$ cat src/rtl/rot_amount_finder.sv
// Recovers every rotate amount S with R == rotr(M,S) by testing one candidate per clock.
// A captured copy of M is rotated right once per cycle and compared against the captured R.
module rot_amount_finder #(
  parameter  int W  = 16,
  localparam int SW = $clog2(W)
) (
  input  logic          clk,
  input  logic          rst_n,
  input  logic          in_valid,
  output logic          in_ready,
  input  logic [W-1:0]  M,
  input  logic [W-1:0]  R,
  output logic          out_valid,
  input  logic          out_ready,
  output logic [SW-1:0] s_out,
  output logic          found,
  output logic [SW:0]   match_cnt
);

  typedef enum logic [1:0] {IDLE, SCAN, DONE} state_t;

  localparam logic [SW-1:0] K_LAST = SW'(W - 1);

  state_t        state, state_nxt;
  logic [W-1:0]  rot_q;
  logic [W-1:0]  ref_q;
  logic [SW-1:0] k;
  logic          accept;
  logic          hit;

  // Handshake flags are pure state decodes so they never depend on the inputs.
  assign in_ready  = (state == IDLE);
  assign out_valid = (state == DONE);
  assign accept    = in_valid && in_ready;
  assign hit       = (rot_q == ref_q);

  // NOTE: sequential state uses non-blocking assignments so every register samples pre-edge values.
  always_ff @(posedge clk or negedge rst_n) begin
    if (!rst_n) state <= IDLE;
    else        state <= state_nxt;
  end

  // NOTE: default assigned first so no path through the case leaves state_nxt unassigned (no latch).
  always_comb begin
    state_nxt = state;
    case (state)
      IDLE:    if (accept) state_nxt = SCAN;
      SCAN:    if (k == K_LAST) state_nxt = DONE;
      DONE:    if (out_ready) state_nxt = IDLE;
      default: state_nxt = IDLE;
    endcase
  end

  always_ff @(posedge clk or negedge rst_n) begin
    if (!rst_n) begin
      rot_q     <= '0;
      ref_q     <= '0;
      k         <= '0;
      s_out     <= '0;
      found     <= 1'b0;
      match_cnt <= '0;
    end else begin
      case (state)
        IDLE: begin
          if (accept) begin
            rot_q     <= M;
            ref_q     <= R;
            k         <= '0;
            s_out     <= '0;
            found     <= 1'b0;
            match_cnt <= '0;
          end
        end
        SCAN: begin
          if (hit) begin
            match_cnt <= match_cnt + (SW+1)'(1);
            if (!found) begin
              s_out <= k;
              found <= 1'b1;
            end
          end
          rot_q <= {rot_q[0], rot_q[W-1:1]};
          // k stays at W-1 in DONE; it is cleared again on the next accept.
          if (k != K_LAST) k <= k + SW'(1);
        end
        default: ;
      endcase
    end
  end

endmodule

$ cat config.mk
export PLATFORM = sky130hd
export DESIGN_NAME = rot_amount_finder
export DESIGN_NICKNAME = d
export VERILOG_FILES = /design/src/rtl/rot_amount_finder.sv
export SDC_FILE = /design/constraint.sdc
export NUM_CORES = 1
export LEC_CHECK = 0
export BUFFER_PORTS_ARGS = -buffer_cell sky130_fd_sc_hd__buf_2
export CORE_MARGIN = 1.5
export CORE_UTILIZATION = 58
export DETAILED_ROUTE_END_ITERATION = 8
export GPL_TIMING_DRIVEN = 0
export PLACE_DENSITY_LB_ADDON = 0.05
export RECOVER_POWER = 100
export SKIP_CTS_REPAIR_TIMING = 1
export SLEW_MARGIN = 10
export SYNTH_ARGS = -nofsm -noshare
export SYNTH_HDL_FRONTEND = slang
export SYNTH_SLANG_ARGS = --single-unit
$ cat constraint.sdc
create_clock -name clk -period 4.3 [get_ports clk]
set_input_delay 0.86 -clock clk [delete_from_list [all_inputs] [get_ports clk]]
set_output_delay 0.86 -clock clk [all_outputs]
set_load 0.005 [all_outputs]
==> flow_summary.toml <==
[min_path]
min_to = "ref_q[4]"
hold_start = "ref_q[4]"
hold_depth = 2
holdCritPathClass = "register to register"

[sta]
finalSetupViolations = 0
rsz0062_at_grt = "no"
fmax_mhz = 488
setup_tns_ns = 0
layout_min_cycle_time_ns = 2.05
tightest_slew_ns = 1.04
hold_viol_final = 0
finalCritPeriodShare = 0.477
skew_ns = 0.00561
slew-limit-headroom = 0.308
slew_violations = 0

[logic_synthesis]
ys_seq_elements = 48
yosysWarnings = 0
synth.distinct_cells = 32
netlist_area_sq_um = 2340
synthSimpleGateAreaFrac = 0.216
synth_compound_area_frac = 0.0684
synth_mux_area_frac = 0.0903
synth_top_area_frac = 0.513
syn_area_per_cell_sq_um = 9.71
synth_top_cell_by_area = "dfrtp_1"
syn_nets = 279
synth.area.top_cells = "dfrtp_1, nand2_1, mux2i_1"
synth_top_family_by_area = "simple AND/OR/NAND/NOR gates"
postSynthCellCount = 241
synth_fa_ha_area_frac = 0.0107
synthXorXnorAreaFrac = 0.0711
yosysSeqAreaShare = 0.513

[cells_and_area]
fin_cells = 344
drive_above_1_share = 0.196
ff_latch_area_sq_um = 1200
final_cell_mix = "nand2_1, dfrtp_1, buf_2"
layout.nets = 333
finish.utilization = 0.719
final_common_cell = "nand2_1"
multi_input_area_sq_um = 1070
n_antenna_cell = 0
area_growth_pct = 15.8
fillers = 330

[clock_tree]
cts_root_buffer = "clkbuf_8"
htreeDepth = 2
numCtsBuffers = 5
cts_tree = "yes"
clk_pin_slew_worst_paths_ns = 0.09
clock_latency_ns = 0.31
clkSinkCount = 48
clockBufferDepth = 2

[place]
place_congestion = 0.778
dp.cells = 336
dp.final_hpwl_um = 3430
numPortBuffers = 47

[critical_path]
r2r-start = "state[1]"
ff2ff_path_depth = 7
crit_type = "register to register"
startpoint = "state[1]"
start_kind = "register"
r2r_slack_ns = 2.25
end_kind = "register"
worstPathMaxFanout = 9
arrival_ns = 2.22
r2r_end = "match_cnt[3]"
cp_data_required_time_ns = 4.47

[floorplan]
die_h_um = 66.5
rows = 22
fp.dieArea_sq_um = 4430
start_util = 0.621
coreArea_sq_um = 3770
die_w_um = 66.5
ios = 48

[global_routing]
grt_pass1_vias = 1810
grt.total_usage = 0.245
grt_pass1_wl_um = 8030
grt_start_max_net_pins = 49
antenna_found_initial = 0
overflow = 0

[power]
leakage_nw = 1.42
sequentialPowerShare = 0.446
switching_share = 0.400
power.switching_mw = 0.704
powerDensity_nw_per_um2 = 650
p_int_mw = 1.06
vdd_drop_max_mv = 0.409
combPwrFrac = 0.395
clockPowerShare = 0.159

[drt]
num_vias = 1848
finalWirelength_um = 4730
drt_iter0_drc = 81
drtAntennaViolNets = 0
routed_via_density = 5.37
drc = 0
wl_per_cell_um = 13.7
first_pass_iters = 4

[run_status]
outcome = "complete, no violations"

[run]
cap_violations = 0
synthesized netlist by cell type:
cell type	count
a211oi_1	1
a41o_1	1
and2_1	2
and3_1	1
buf_2	2
buf_4	1
buf_6	1
clkbuf_1	8
dfrtp_1	48
ha_1	2
inv_1	3
mux2_2	1
mux2i_1	20
nand2_1	77
nand3_1	9
nand3_2	1
nand3b_1	4
nand4_1	2
nor2_1	2
nor2b_1	3
nor3_1	1
nor3_2	1
nor4_2	2
nor4_4	1
o211ai_1	4
o21ai_0	17
o21ai_1	4
o21bai_1	1
or2_1	1
or4_1	1
xnor2_1	2
xor2_1	17
state kept, by name (all words and copies together) (netlist names):
register,count
found,1
s_out,4
match_cnt,5
rot_q,16
state,2
ref_q,16
k,4
layer usage:
layer / part of all wire / wire length (um) / up-vias / GRT usage
li1: - / - / 913 / -
met1: 0.43 / 2050 / 889 / 0.305
met2: 0.51 / 2410 / 41 / 0.428
met3: 0.048 / 226 / 5 / 0.0659
met4: 0.0080 / 38 / 0 / 0.0536
met5: 0 / 0 / - / 0
critical path, cell delays in order (launching register included):
cell      delay [ns]
dfrtp_1         0.42
nor2b_1         0.11
clkbuf_1        0.39
and2_0          0.25
nand2_1         0.09
or2_0           0.23
clkbuf_1        0.25
mux2i_1         0.19
power groups by stage:
stage	clock network, mW	logic [mW]	registers, mW
after floorplan	0	0.564	0.756
after global placement	0	0.688	0.790
after detailed placement	0	0.711	0.795
after CTS	0.284	0.712	0.786
after global routing	0.305	0.794	0.812
final	0.280	0.696	0.786
final cells by class:
type                       instances  share of cell area
inverter                           3             0.00415
timing repair buffer              47              0.0854
tap                               48              0.0222
multi-input combinational        178               0.395
clock buffer                       6              0.0305
clock inverter                     2             0.00369
sequential                        48               0.443
buffer                            12              0.0166
how the worst max path moves through the flow:
stage / endpoint / slack, ns / depth (start not counted)
after global placement: ref_q[8] / 2.14 / 6
after floorplan: ref_q[10] / 2.61 / 5
after CTS: out_valid / 2.43 / 2
after detailed placement: ref_q[7] / 2.15 / 6
final: match_cnt[3] / 2.25 / 7
after global routing: rot_q[2] / 2.04 / 5
through the flow:
stage | setup slack (ns) | hold WS, ns | total power, mW | cell area, sq um
floorplan | 2.61 | 0.465 | 1.32 | 2340
global placement | 2.14 | 0.478 | 1.48 | 2640
detailed placement | 2.15 | 0.482 | 1.51 | 2640
CTS | 2.43 | 0.504 | 1.78 | 2730
global route | 2.04 | 0.519 | 1.91 | 2710
finish | 2.25 | 0.498 | 1.76 | 2710
kinds of logic after synthesis:
| kind of cell | Yosys count |
|---|---|
| simple gates | 108 |
| flops | 48 |
| xor+xnor | 19 |
| mux | 21 |
| fa+ha+maj | 2 |
| buf+inv | 15 |
| compound gates | 28 |
No activity file was read; power rests on OpenSTA's default activity.
